`src/rtl/cc_scan_counter_pkg.sv`:
```
// Shared definitions for the display scan counter: FSM encodings, blank select code, index width.
// Latency: n/a (package only).
// Backpressure: n/a. GUARD state exists only when CC_SCAN_COUNTER_GHOST_BLANK_EN is defined.
package cc_scan_counter_pkg;

    // Up to four digits are scanned, so a 2-bit index covers every slot.
    localparam int         SCAN_IDX_W     = 2;
    // Selection code that tells the downstream decoder to blank all digits.
    localparam logic [2:0] SCAN_SEL_BLANK = 3'b111;

`ifdef CC_SCAN_COUNTER_GHOST_BLANK_EN
    typedef enum logic [1:0] {
        ST_IDLE  = 2'd0,
        ST_SCAN  = 2'd1,
        ST_GUARD = 2'd2
    } scan_state_t;
`else
    typedef enum logic [1:0] {
        ST_IDLE  = 2'd0,
        ST_SCAN  = 2'd1
    } scan_state_t;
`endif

    // Next digit index with wrap from the last scanned digit back to 0.
    function automatic logic [SCAN_IDX_W-1:0] scan_next_index(
        input logic [SCAN_IDX_W-1:0] idx,
        input logic [SCAN_IDX_W-1:0] last
    );
        return (idx == last) ? '0 : idx + 1'b1;
    endfunction

endpackage

```
`src/rtl/cc_scan_counter_prescaler.sv`:
```
// Digit-slot prescaler: counts 0..PRESCALER_MAX-1 while enabled, tick on the terminal count.
// Latency: tick is asserted during the cycle the count register holds PRESCALER_MAX-1.
// Backpressure: none; clear has priority over counting and holds the count at 0.
module cc_scan_prescaler #(
    parameter int PRESCALER_MAX = 50000
) (
    input  logic i_clk,
    input  logic i_rst,
    input  logic i_clear,
    input  logic i_en,
    output logic o_tick
);

    localparam int CNT_W = (PRESCALER_MAX > 2) ? $clog2(PRESCALER_MAX) : 1;
    localparam logic [CNT_W-1:0] CNT_LAST = CNT_W'(PRESCALER_MAX - 1);

    logic [CNT_W-1:0] r_count;
    logic             w_last;

    assign w_last = (r_count == CNT_LAST);
    assign o_tick = i_en && w_last;

    // Free-running slot counter, wrapping to 0 after the terminal count.
    always_ff @(posedge i_clk) begin
        if (i_rst || i_clear) begin
            r_count <= '0;
        end else if (i_en) begin
            r_count <= w_last ? '0 : r_count + 1'b1;
        end
    end

endmodule

```
`src/rtl/cc_scan_counter.sv`:
```
// Multiplexed display scanner: steps a digit index, drives select/value, double-buffers digit data.
// Latency: outputs registered; a digit changes one cycle after its prescaler tick.
// Backpressure: none; Enable_In low blanks next cycle. Optional macro CC_SCAN_COUNTER_GHOST_BLANK_EN.
module cc_scan_counter
    import cc_scan_counter_pkg::*;
#(
    parameter int DATAWIDTH_SCAN_SELECTION = 3,
    parameter int DATAWIDTH_SCAN_DIGIT     = 4,
    parameter int SCAN_NUM_DIGITS          = 4,
    parameter int SCAN_PRESCALER_MAX       = 50000
) (
    input  logic                                            CC_SCAN_COUNTER_CLOCK_50,
    input  logic                                            CC_SCAN_COUNTER_RESET_InHigh,
    input  logic                                            CC_SCAN_COUNTER_Enable_In,
    input  logic                                            CC_SCAN_COUNTER_Load_In,
    input  logic [SCAN_NUM_DIGITS*DATAWIDTH_SCAN_DIGIT-1:0] CC_SCAN_COUNTER_Data_In,
    output logic [DATAWIDTH_SCAN_SELECTION-1:0]             CC_SCAN_COUNTER_Selection_Out,
    output logic [DATAWIDTH_SCAN_DIGIT-1:0]                 CC_SCAN_COUNTER_Digit_Out,
    output logic                                            CC_SCAN_COUNTER_FrameDone_Out,
    output logic                                            CC_SCAN_COUNTER_Pending_Out
);

    localparam int DATA_W = SCAN_NUM_DIGITS * DATAWIDTH_SCAN_DIGIT;
    localparam logic [SCAN_IDX_W-1:0] IDX_LAST = SCAN_IDX_W'(SCAN_NUM_DIGITS - 1);
    localparam logic [DATAWIDTH_SCAN_SELECTION-1:0] SEL_BLANK =
        DATAWIDTH_SCAN_SELECTION'(SCAN_SEL_BLANK);

    scan_state_t                       r_state;
    logic [SCAN_IDX_W-1:0]             r_index;
    logic [DATA_W-1:0]                 r_active;
    logic [DATA_W-1:0]                 r_pending;
    logic                              r_pending_vld;
    logic [DATAWIDTH_SCAN_SELECTION-1:0] r_sel;
    logic [DATAWIDTH_SCAN_DIGIT-1:0]   r_digit;
    logic                              r_frame_done;

    logic                              w_presc_en;
    logic                              w_tick;
    logic                              w_wrap;
    logic                              w_xfer;
    logic [SCAN_IDX_W-1:0]             w_idx_next;
    logic [SCAN_IDX_W-1:0]             w_show_idx;
    logic [DATA_W-1:0]                 w_frame_data;
    logic [DATA_W-1:0]                 w_show_buf;
    logic [DATAWIDTH_SCAN_DIGIT-1:0]   w_show_digit;

    // Prescaler only runs while actively scanning; IDLE and GUARD keep it at 0.
    assign w_presc_en = (r_state == ST_SCAN) && CC_SCAN_COUNTER_Enable_In;

    cc_scan_prescaler #(
        .PRESCALER_MAX (SCAN_PRESCALER_MAX)
    ) u_prescaler (
        .i_clk   (CC_SCAN_COUNTER_CLOCK_50),
        .i_rst   (CC_SCAN_COUNTER_RESET_InHigh),
        .i_clear (!w_presc_en),
        .i_en    (w_presc_en),
        .o_tick  (w_tick)
    );

    // A frame boundary is either the wrap tick or leaving IDLE; pending data swaps in there.
    assign w_wrap       = w_tick && (r_index == IDX_LAST);
    assign w_xfer       = CC_SCAN_COUNTER_Enable_In && ((r_state == ST_IDLE) || w_wrap);
    assign w_idx_next   = scan_next_index(r_index, IDX_LAST);
    assign w_frame_data = r_pending_vld ? r_pending : r_active;
    // Use the incoming frame data on a boundary so digit 0 already shows it.
    assign w_show_buf   = w_xfer ? w_frame_data : r_active;
    assign w_show_digit = w_show_buf[int'(w_show_idx)*DATAWIDTH_SCAN_DIGIT +: DATAWIDTH_SCAN_DIGIT];

    // Index the display will show after this edge, per current state.
    always_comb begin
        w_show_idx = r_index;
        if (r_state == ST_IDLE) begin
            w_show_idx = '0;
        end else if (r_state == ST_SCAN) begin
            w_show_idx = w_idx_next;
        end
    end

    // Scan FSM with buffer management; every output is a register.
    always_ff @(posedge CC_SCAN_COUNTER_CLOCK_50) begin
        if (CC_SCAN_COUNTER_RESET_InHigh) begin
            r_state       <= ST_IDLE;
            r_index       <= '0;
            r_active      <= '0;
            r_pending     <= '0;
            r_pending_vld <= 1'b0;
            r_sel         <= SEL_BLANK;
            r_digit       <= '0;
            r_frame_done  <= 1'b0;
        end else begin
            r_frame_done <= 1'b0;
            if (CC_SCAN_COUNTER_Load_In) begin
                r_pending <= CC_SCAN_COUNTER_Data_In;
            end
            // A load on the boundary cycle becomes the next pending frame.
            r_pending_vld <= CC_SCAN_COUNTER_Load_In || (r_pending_vld && !w_xfer);
            if (w_xfer && r_pending_vld) begin
                r_active <= r_pending;
            end

            if (!CC_SCAN_COUNTER_Enable_In) begin
                r_state <= ST_IDLE;
                r_index <= '0;
                r_sel   <= SEL_BLANK;
                r_digit <= '0;
            end else begin
                case (r_state)
                    ST_IDLE: begin
                        r_state <= ST_SCAN;
                        r_index <= '0;
                        r_sel   <= DATAWIDTH_SCAN_SELECTION'(w_show_idx);
                        r_digit <= w_show_digit;
                    end
                    ST_SCAN: begin
                        if (w_tick) begin
                            r_index      <= w_idx_next;
                            r_frame_done <= w_wrap;
`ifdef CC_SCAN_COUNTER_GHOST_BLANK_EN
                            r_state <= ST_GUARD;
                            r_sel   <= SEL_BLANK;
                            r_digit <= '0;
`else
                            r_sel   <= DATAWIDTH_SCAN_SELECTION'(w_show_idx);
                            r_digit <= w_show_digit;
`endif
                        end
                    end
`ifdef CC_SCAN_COUNTER_GHOST_BLANK_EN
                    ST_GUARD: begin
                        r_state <= ST_SCAN;
                        r_sel   <= DATAWIDTH_SCAN_SELECTION'(w_show_idx);
                        r_digit <= w_show_digit;
                    end
`endif
                    default: begin
                        r_state <= ST_IDLE;
                    end
                endcase
            end
        end
    end

    assign CC_SCAN_COUNTER_Selection_Out = r_sel;
    assign CC_SCAN_COUNTER_Digit_Out     = r_digit;
    assign CC_SCAN_COUNTER_FrameDone_Out = r_frame_done;
    assign CC_SCAN_COUNTER_Pending_Out   = r_pending_vld;

endmodule

```
`config.mk`:
```
export PLATFORM = sky130hd
export DESIGN_NAME = cc_scan_counter
export DESIGN_NICKNAME = d
export VERILOG_FILES = /design/src/rtl/cc_scan_counter_pkg.sv /design/src/rtl/cc_scan_counter_prescaler.sv /design/src/rtl/cc_scan_counter.sv
export SDC_FILE = /design/constraint.sdc
export NUM_CORES = 1
export LEC_CHECK = 0
export ABC_AREA = 0
export BUFFER_PORTS_ARGS = -buffer_cell sky130_fd_sc_hd__buf_2
export CAP_MARGIN = 20
export CORE_ASPECT_RATIO = 1.5
export CORE_MARGIN = 4
export CORE_UTILIZATION = 40
export DETAILED_ROUTE_END_ITERATION = 10
export HOLD_SLACK_MARGIN = 0.05
export SLEW_MARGIN = 5
export SYNTH_ARGS = -nofsm -noshare
export SYNTH_HDL_FRONTEND = slang
export SYNTH_SLANG_ARGS = --single-unit
```
`constraint.sdc`:
```
create_clock -name CC_SCAN_COUNTER_CLOCK_50 -period 3.8 [get_ports CC_SCAN_COUNTER_CLOCK_50]
set_clock_uncertainty 0.05 [all_clocks]
set_input_delay 0.19 -clock CC_SCAN_COUNTER_CLOCK_50 [delete_from_list [all_inputs] [get_ports CC_SCAN_COUNTER_CLOCK_50]]
set_output_delay 0.19 -clock CC_SCAN_COUNTER_CLOCK_50 [all_outputs]
set_load 0.005 [all_outputs]
```
* After elaboration in Yosys (flattened, before gate mapping)
Cells that the tools add are included.
Cells by class: add/sub/neg operators 2, $mul 0, divide/modulo/power cells 0, order comparisons 0, equal/unequal tests 4, shifts and indexed selects 1, mux-type cells 13, bitwise logic cells 3, reductions and logical operators 16
Operators with widths (number):
- 16-bit 2-to-1 mux | 3
- 16-bit by 1-bit adder with 16-bit output, second input constant | 1
- 16-bit equality test, second input constant | 1
- 16-bit by 5-bit indexed part select with 4-bit output | 1
- 2-bit 2-to-1 mux | 4
- 2-bit one-hot mux with 2 select lines | 2
- 4-bit one-hot mux with 2 select lines | 1
- 1-bit logical AND | 6
- 3-bit one-hot mux with 2 select lines | 1
- 4-bit 2-to-1 mux | 1
- 4-bit OR reduction | 1
- 1-bit logical OR | 3
- 3-bit 2-to-1 mux | 1
- 1-bit NOT | 3
- 2-bit by 1-bit adder with 2-bit output, second input constant | 1
- 2-bit by 1-bit equality test with 1-bit output, second input constant | 1
- 2-bit equality test, second input constant | 1
- 1-bit logical NOT | 2
- 2-bit logical NOT | 1
- 2-bit inequality test, second input constant | 1
- 2-bit AND reduction | 1
- 2-bit nonzero test | 1
- 2-bit OR reduction | 1
Storage, ports and cells: flip-flop bits (word level) 61, bits in latches 0, RAM bits 0, ROM bits 0, input bits 20, logic and storage cells 48, memories 0

* Longest topological paths before layout
Gate-level depths: netlist of run 1.
word-level depth 10, gate-level depth with buffers 8, mapped depth without buffers 7

* By module
A second synthesis of run 1 with hierarchy kept.
Second synthesis, totals: cell total of the unflattened synthesis 284, area total of the unflattened synthesis 2534.9 um2
By module, submodules not included:
- cc_scan_counter | instances 1, cells an instance 201, area each 1795.5 um2, sequential area each 880.8 um2
- cc_scan_prescaler | instances 1, cells an instance 83, area each 739.5 um2, sequential area each 320.3 um2

* Worst setup path before layout of run 1
Ideal clock, no wire load.
path type register to register, from register u_prescaler.r_count[11], to register u_prescaler.r_count[10], setup time 0.117 ns, arrival time 2.022 ns, data required time 3.633 ns, path slack 1.611 ns, stages on the path, launching flop included 6, buffers on the path 1, period minus slack after synthesis 2.189 ns, cells stage by stage dfxtp_1 -> or4b_4 -> or4_2 -> nand3_1 -> buf_2 -> nor2_1
On the way: word-level cells in the longest chain between the ends 2
RTL lines:
- start: declaration | line cc_scan_counter_prescaler.sv:17 | logic [CNT_W-1:0] r_count;
- start signal: assignment | line cc_scan_counter_prescaler.sv:28 | r_count <= w_last ? '0 : r_count + 1'b1;
- 16-bit equality test | line cc_scan_counter_prescaler.sv:20 | assign w_last = (r_count == CNT_LAST);
- 16-bit 2-to-1 mux | line cc_scan_counter_prescaler.sv:28
Every way passes these cells. A chain may end at the register's enable or synchronous reset.

* Worst setup path after layout of run 1
from register u_prescaler.r_count[11], to register r_digit[1], in the netlist CC_SCAN_COUNTER_Digit_Out[1]
On the way: word-level cells in the longest chain between the ends 9, elaborated cells between the ends (all ways) 11, classes of those cells eq/ne: 2; shift: 1; mux: 3; reduce/logical: 5
RTL lines:
- 16-bit equality test * | line cc_scan_counter_prescaler.sv:20
- 1-bit logical AND * | line cc_scan_counter_prescaler.sv:21 | assign o_tick = i_en && w_last;
- 1-bit logical AND | line cc_scan_counter.sv:61 | assign w_wrap = w_tick && (r_index == IDX_LAST);
- 1-bit logical OR | line cc_scan_counter.sv:62 | assign w_xfer = CC_SCAN_COUNTER_Enable_In && ((r_state == ST_IDLE) || w_wrap);
- 1-bit logical AND | line cc_scan_counter.sv:62
- 16-bit 2-to-1 mux | line cc_scan_counter.sv:66 | assign w_show_buf = w_xfer ? w_frame_data : r_active;
- 16-bit by 5-bit indexed part select with 4-bit output | line cc_scan_counter.sv:67 | assign w_show_digit = w_show_buf[int'(w_show_idx)*DATAWIDTH_SCAN_DIGIT +: DATAWIDTH_SCAN_DIGIT];
- 4-bit 2-to-1 mux | line cc_scan_counter.sv:115 | if (w_tick) begin
- 4-bit one-hot mux with 2 select lines | line cc_scan_counter.sv:107 | case (r_state)
- end signal: assignment | line cc_scan_counter.sv:112 | r_digit <= w_show_digit;
- end signal: assignment | line cc_scan_counter.sv:124 | r_digit <= w_show_digit;
- end: declaration | line cc_scan_counter.sv:34 | logic [DATAWIDTH_SCAN_DIGIT-1:0] r_digit;
Every way passes the cells marked *; elsewhere a longest branch is shown, timed or not. The select of a mux whose other input is x is not followed.

==> metrics.txt, run 1 <==
post-synth cell types 39; 1st-iter DRT viols 75; fin crit share 66.49%; Fin. Hold Viols 0; TritonRoute pass-1 iters 4; Synth area leaders dfxtp_1 (48%), mux2i_1 (9.3%), nor2_1 (8.5%), nand2_1 (5.1%), a21oi_1 (3.0%); Max clock buf depth 2; synth warn 0; layout cells sized above 1 between 15 and 20%; root buf cell clkbuf_8; Via density between 5 and 6; DRC viols 0; Slew Limit Fails 0; Worst Path Required 3.97 ns; Mean Syn Cell Area ~9.1 um^2; min Tclk post-route 2.527 ns; routability congestion estimate 0.7945; post_cts resized 0; Worst path slowest cell or4b_4; global-route wire length before repair 9.177 mm; Fin Setup TNS 0 ns; total track usage 15.59%; clk slew on worst S/H paths 0.06 ns; kind of critical path reg -> reg; relative slew slack 46.16%; cell area after layout 3014 um^2; path type of the worst min-delay path in -> reg; CP Cell Sequence or4b_4 -> nor4_4 -> nand2_1 -> o31ai_1 -> a221o_1 -> a21oi_1; Chip Height 104.5 um; IO Port Bufs 28; n_diodes 0; Cells after Synth 273; vias 2002; Detailed Place HPWL 3.655 mm; Static Leak 1.217 nW; clock insertion delay at the later pin of the skew report ~0.34 ns; Seq/Total Area, Yosys between 40% and 50%; placed insts 363; Num CTS Buffers 9; TritonCTS clock tree yes; CP Max Fanout 8; #FFs+latches synth 60; number of global-route vias before repair 2020; RSZ-0062 raised after global routing false; Initial Util between 40% and 50%; top cell family by delay on the critical path simple AND/OR/NAND/NOR gates; H-tree levels 3; fin cells 394; critical path arrival 2.69 ns; site row count 34; Setup crit end kind flop; Final #Nets between 300 and 400; core area 5913 um^2; slowest stage delay, CP slightly below 0.6 ns; postcts setup bufs 0; clock sinks 60; syn_nets 295; Synth Cell Area approximately 2500 um^2; die area 7563 um^2; max_cap viols 0; Synth top area share 48.34%; Setup crit start kind flop; DRT antenna net count 0; largest net degree at the start of global routing 35; I/O pin count 29; # setup viols final 0; area delta synth->final 21.30%; drt total wl 5.219 mm; fmax around 400 MHz; Chip Width roughly 72 um; Worst Max-Slew Pin Slew 0.8060 ns; top cell type by total area after synthesis dfxtp_1; GR Overflow Total 0; WP buf/inv 0; status completed; initial antenna violation count 0; WL/cell 13.25 um; PD cells 429.3 nW/um^2; VDD IR-drop max 0.3113 mV; dpl cell area 2664 um^2
==> cells in the mapped netlist <==
master    number
dfxtp_1       60
nor2_1        56
nand2_1       34
mux2i_1       23
a21oi_1       15
nand3_1       11
clkbuf_1       7
xor2_1         7
xnor2_1        6
nor3_1         5
and2_1         4
nand4_1        4
and3_1         3
nor2b_1        3
o221ai_1       3
a221o_1        2
buf_2          2
buf_6          2
ha_1           2
inv_1          2
nand3b_1       2
nor4_4         2
or4b_4         2
a211oi_1       1
a21bo_2        1
a21boi_0       1
a21o_4         1
a221oi_1       1
and3_2         1
and3b_1        1
and4_2         1
mux2_2         1
nor4_1         1
nor4b_1        1
o211ai_1       1
o21ai_0        1
o31ai_1        1
or3_1          1
or4_2          1
==> stage by stage <==
| step | worst slack, ns | power (W) | hold slack (ns) | utilization, % |
|---|---|---|---|---|
| after floorplan | 1.611 | 0.0007173 | 0.2871 | - |
| after CTS | 1.287 | 0.001312 | 0.05102 | 50.97 |
| after global routing | 1.065 | 0.001349 | 0.07413 | 50.97 |
| after detailed placement | 1.313 | 0.0007413 | 0.3830 | 45.05 |
| after global placement | 1.229 | 0.0007395 | 0.3733 | 44.92 |
| final | 1.273 | 0.001294 | 0.06157 | 50.97 |
==> cells by family (layout without fill, tap and decap cells) <==
kind of cell             count (synthesis)  count (layout)  share of synthesized area [%]
adder cells (fa/ha/maj)                  2               2                          1.007
flip-flops                              60              60                          48.34
XOR/XNOR                                13              13                          4.582
AO/OA/AOI/OAI                           28              28                          7.654
multiplexers                            24              24                          9.718
buffers and inverters                   13              62                          2.669
AND/OR/NAND/NOR                        133             133                          26.03
==> cell type report <==
type,count,area [um^2]
clock buffer,16,200.2
fill,564,2899
inverter,2,7.507
multi-input combinational,200,1217
sequential,60,1201
tap,72,90.09
timing repair buffer,44,297.8
==> power breakdown <==
group	internal [W]	switching [W]	leakage, nW
logic	0.0000408	0.0000399	0.626
clock network	0.000327	0.000229	0.103
registers	0.000647	0.0000108	0.489
==> repair_timing <==
item	in CTS	in global routing
endpoints found under the setup margin	0	0
hold buffers	15	0
hold endpoints to repair	15	0
==> flip-flops by register name (all words and copies together), names as in the netlist <==
signal                         count
r_index                            2
CC_SCAN_COUNTER_Digit_Out          4
CC_SCAN_COUNTER_Pending_Out        1
r_state                            1
CC_SCAN_COUNTER_FrameDone_Out      1
r_active                          16
CC_SCAN_COUNTER_Selection_Out      3
r_pending                         16
u_prescaler.r_count               16
==> cell usage in the layout, fill, tap and decap left out, types with 2 or more instances in the layout <==
cell type      Yosys  layout
inv_1              2       2
dlygate4sd3_1      0      15
o221ai_1           3       3
clkbuf_8           0      14
nor3_1             5       5
dfxtp_1           60      60
nand3_1           11      11
mux2i_1           23      23
or4b_4             2       2
clkbuf_1           7       2
nand4_1            4       4
nand3b_1           2       2
a21oi_1           15      15
xnor2_1            6       6
ha_1               2       2
xor2_1             7       7
nor2b_1            3       3
nand2_1           34      34
and2_1             4       4
a221o_1            2       2
and3_1             3       3
buf_2              2      28
nor4_4             2       2
nor2_1            56      56
==> per-layer routing <==
| metal | vias to the layer above | global-route usage, % | share of wire, % |
|---|---|---|---|
| li1 | 1025 | - | - |
| met2 | 27 | 25.95 | 51 |
| met1 | 939 | 17.52 | 43 |
| met5 | - | 0 | 0 |
| met4 | 0 | 8.065 | 2.3 |
| met3 | 11 | 4.803 | 3.7 |
==> final timing paths <==
check	slack, ns	start	cells after the start	endpoint
max reg2reg	1.27	u_prescaler.r_count[11]	6	CC_SCAN_COUNTER_Digit_Out[1]
min	0.06	CC_SCAN_COUNTER_Data_In[0]	3	r_pending[0]
min reg2reg	0.40	CC_SCAN_COUNTER_Selection_Out[2]	2	CC_SCAN_COUNTER_Selection_Out[2]
max	1.27	u_prescaler.r_count[11]	6	CC_SCAN_COUNTER_Digit_Out[1]
==> worst min-delay path, stage by stage <==
cell and delay (ns):
buf_2 0.08, mux2i_1 0.06, nor2_1 0.08
(Power assumes the default switching activity.)
==> inputs of run 2 (changes only) <==
--- a/config.mk
+++ b/config.mk
@@ -5,7 +5,7 @@
 export SDC_FILE = /design/constraint.sdc
 export NUM_CORES = 1
 export LEC_CHECK = 0
-export ABC_AREA = 0
+export ABC_AREA = 1
 export BUFFER_PORTS_ARGS = -buffer_cell sky130_fd_sc_hd__buf_2
 export CAP_MARGIN = 20
 export CORE_ASPECT_RATIO = 1.5
==> constraint.sdc (replaced) <==
create_clock -name CC_SCAN_COUNTER_CLOCK_50 -period 2.3 [get_ports CC_SCAN_COUNTER_CLOCK_50]
set_clock_uncertainty 0.05 [all_clocks]
set_input_delay 0.115 -clock CC_SCAN_COUNTER_CLOCK_50 [delete_from_list [all_inputs] [get_ports CC_SCAN_COUNTER_CLOCK_50]]
set_output_delay 0.115 -clock CC_SCAN_COUNTER_CLOCK_50 [all_outputs]
set_load 0.005 [all_outputs]
==> metrics.txt, run 2 <==
global-route wire length before repair 10.94 mm; Fin Setup TNS 0 ns; FF-to-FF setup slack 0.30 ns; site row count 36; clock sinks 60; Fin. Hold Viols 0; Mean Syn Cell Area 7.070 um^2; largest net degree at the start of global routing 29; WL/cell 12.18 um; kind of critical path reg -> reg; Worst Max-Slew Pin Slew 0.4574 ns; Combinational Power Share 9.3%; Clock power frac 39.1%; Largest regs r_active x16, r_pending x16, u_prescaler.r_count x16; Main synth FF type dfxtp_1; syn_nets approximately 400; layout cells sized above 1 14.81%; cell with the most instances after synthesis nand2_1; area delta synth->final 19.79%; clk slew on worst S/H paths 0.06 ns; H-tree levels 3; Sw Share 24.76%; drt total wl between 6 and 7 mm; Compound-Gate Fraction of Synth Area approximately 14%; Cells after Synth 381; cell with the most instances on the worst path nand2_1; IO Port Bufs 28; placed insts 476; #FFs+latches synth 60; slowest stage delay, CP 0.35 ns; vias between 2000 and 3000; Max clock buf depth 2; DRC viols 0; relative slew slack 69.47%; status completed; most frequent cells in the layout nand2_1 (64), dfxtp_1 (60), nand3_1 (51), nor2_1 (49); fmax 498.8 MHz; Worst path slowest cell dfxtp_1; XOR/XNOR share of the synthesized area 0.6503%; number of global-route vias before repair 2554; Detailed Place HPWL 4.368 mm; routability congestion estimate 0.8138; CP Cell Sequence ha_1 -> nand2_1 -> inv_1 -> nand2_1 -> nor2_2 -> nand2_2 -> nand2_4 -> nand2_4 -> nand2_1 -> nand3_1 -> nand3_1 -> nand3_1 -> nand2_1 -> inv_1; P_int 0.001596 W; post-synthesis mux area share 0%; Worst setup endpoint CC_SCAN_COUNTER_Digit_Out[3]; Slew Limit Fails 0; Chip Height 108.5 um; min Tclk post-route 2.005 ns; I/O pin count 29; commonest cells in the synthesized netlist nand2_1 (64), dfxtp_1 (60), nand3_1 (51); Synth top area share 44.59%; clock insertion delay at the later pin of the skew report ~0.33 ns; synth warn 0; fin cells ~500; Setup crit start kind flop; CP startpoint u_prescaler.r_count[0]; # setup viols final 0; RSZ-0062 raised after global routing false; core area 6531 um^2; Num CTS Buffers 9; main combinational cell family by area after synthesis simple AND/OR/NAND/NOR gates; n_diodes 0; Initial Util 41.25%; commonest non-fill, non-tap cell in the layout nand2_1; post_cts resized 0; reg2reg start u_prescaler.r_count[0]; top cell type by total area after synthesis dfxtp_1; 1st-iter DRT viols 114; adder-cell share of the synthesized area less than 1%; Synth Cell Area 2694 um^2; path type of the worst min-delay path in -> reg; VDD IR-drop max 0.5158 mV; CP Max Fanout 18; Seq/Total Area, Yosys roughly 45%; Chip Width 75.01 um; TritonRoute pass-1 iters 4; total track usage 17.48%; Worst Path Required 2.49 ns; Setup crit end kind flop; die area between 8000 and 9000 um^2; Tot Pwr 0.002121 W; PD cells 657.3 nW/um^2; Post-synth EDFFs 0; simple-gate share of the synthesized area a little over 30%; max_cap viols 0; initial antenna violation count 0; root buf cell clkbuf_8; Final #Nets 450; GR Overflow Total 0; postcts setup bufs 0; Net Sw Power 0.0005252 W; DRT antenna net count 0; ys async rst share 0%; fin crit share 87.17%; Static Leak 1.327 nW; critical path arrival 2.19 ns; TritonCTS clock tree yes; FF-to-FF End CC_SCAN_COUNTER_Digit_Out[3]; post-synth cell types 27; sequential share of power 51.5%; Via density a little under 5; Synth area leaders dfxtp_1 (45%), nand3_1 (9.5%), nand2_1 (8.9%), o21ai_0 (7.6%), nor2_1 (6.8%); r2r worst-path depth 14
## run 2: changes by cell type after synthesis, moves of 4 or more
cell     previous run  this run
nand2_1            34        64
xor2_1              7         2
o21ai_0             1        41
and2_1              4         0
mux2i_1            23         0
a21oi_1            15        27
nor2_1             56        49
xnor2_1             6         0
inv_1               2        41
nor2_2              0         6
nand3_1            11        51
nand2_2             0         7
## run 2: routing by layer
layer / vias up / track usage [%] / share of wire (%)
met3: 10 / 4.465 / 4.4
met1: 1120 / 19.54 / 42
met2: 52 / 30.30 / 52
met4: 0 / 7.761 / 2.0
met5: - / 0 / 0
li1: 1329 / - / -
## run 2: power groups by stage
stage                     registers (W)  clock network, W  logic [W]
after floorplan                 0.00111                 0   0.000125
after global placement          0.00112                 0   0.000176
after detailed placement        0.00112                 0   0.000177
after CTS                       0.00109          0.000852   0.000200
after global routing            0.00110          0.000892   0.000229
final                           0.00109          0.000830   0.000198
## run 2: area by class of cell
| class | count | area, um^2 |
|---|---|---|
| clock buffer | 13 | 158.9 |
| clock inverter | 2 | 10.01 |
| fill | 679 | 3304 |
| inverter | 46 | 172.7 |
| multi-input combinational | 262 | 1249 |
| sequential | 60 | 1201 |
| tap | 76 | 95.09 |
| timing repair buffer | 49 | 340.3 |
## run 2: metrics by stage
stage	util, %	worst slack [ns]	hold WS (ns)	instance area, um^2
final	49.41	0.2950	0.08460	3227
after global routing	49.41	0.03265	0.1032	3227
after CTS	49.41	0.2864	0.07672	3227
after detailed placement	44.21	0.2909	0.2892	2888
after global placement	44.21	0.3391	0.2846	2888
after floorplan	-	0.6092	0.1999	2694
## run 2: worst max-delay path: cells and delay by family, from the launching register on
family / cells / cell delay (ns)
adders and majority gates: 1 / 0.17
buffers and inverters: 2 / 0.14
DFF: 1 / 0.35
and+or+nand+nor: 11 / 1.17
## run 2: logic make-up (layout without fill, tap and decap cells)
kind of cell             count (synthesis)  count (layout)
AND/OR/NAND/NOR                        184             184
AO/OA/AOI/OAI                           74              74
flip-flops                              60              60
buffers and inverters                   59             110
adder cells (fa/ha/maj)                  2               2
XOR/XNOR                                 2               2
## run 2: how the worst min path moves through the flow
| stage | start | to | cells after the start |
|---|---|---|---|
| 6_report | CC_SCAN_COUNTER_Enable_In | r_state[0] | 3 |
| 5_1_grt | CC_SCAN_COUNTER_Enable_In | r_state[0] | 3 |
| 4_1_cts | CC_SCAN_COUNTER_Enable_In | r_state[0] | 3 |
| 3_5_place_dp | CC_SCAN_COUNTER_Data_In[12] | r_pending[12] | 3 |
| 3_3_place_gp | CC_SCAN_COUNTER_Data_In[0] | r_pending[0] | 3 |
| 2_1_floorplan | CC_SCAN_COUNTER_Data_In[2] | r_pending[2] | 2 |
## run 2: what timing repair did
| action | 4_1_cts | 5_1_grt |
|---|---|---|
| endpoints found under the setup margin | 0 | 0 |
| hold buffers | 17 | 0 |
| endpoints found under the hold margin | 18 | 0 |
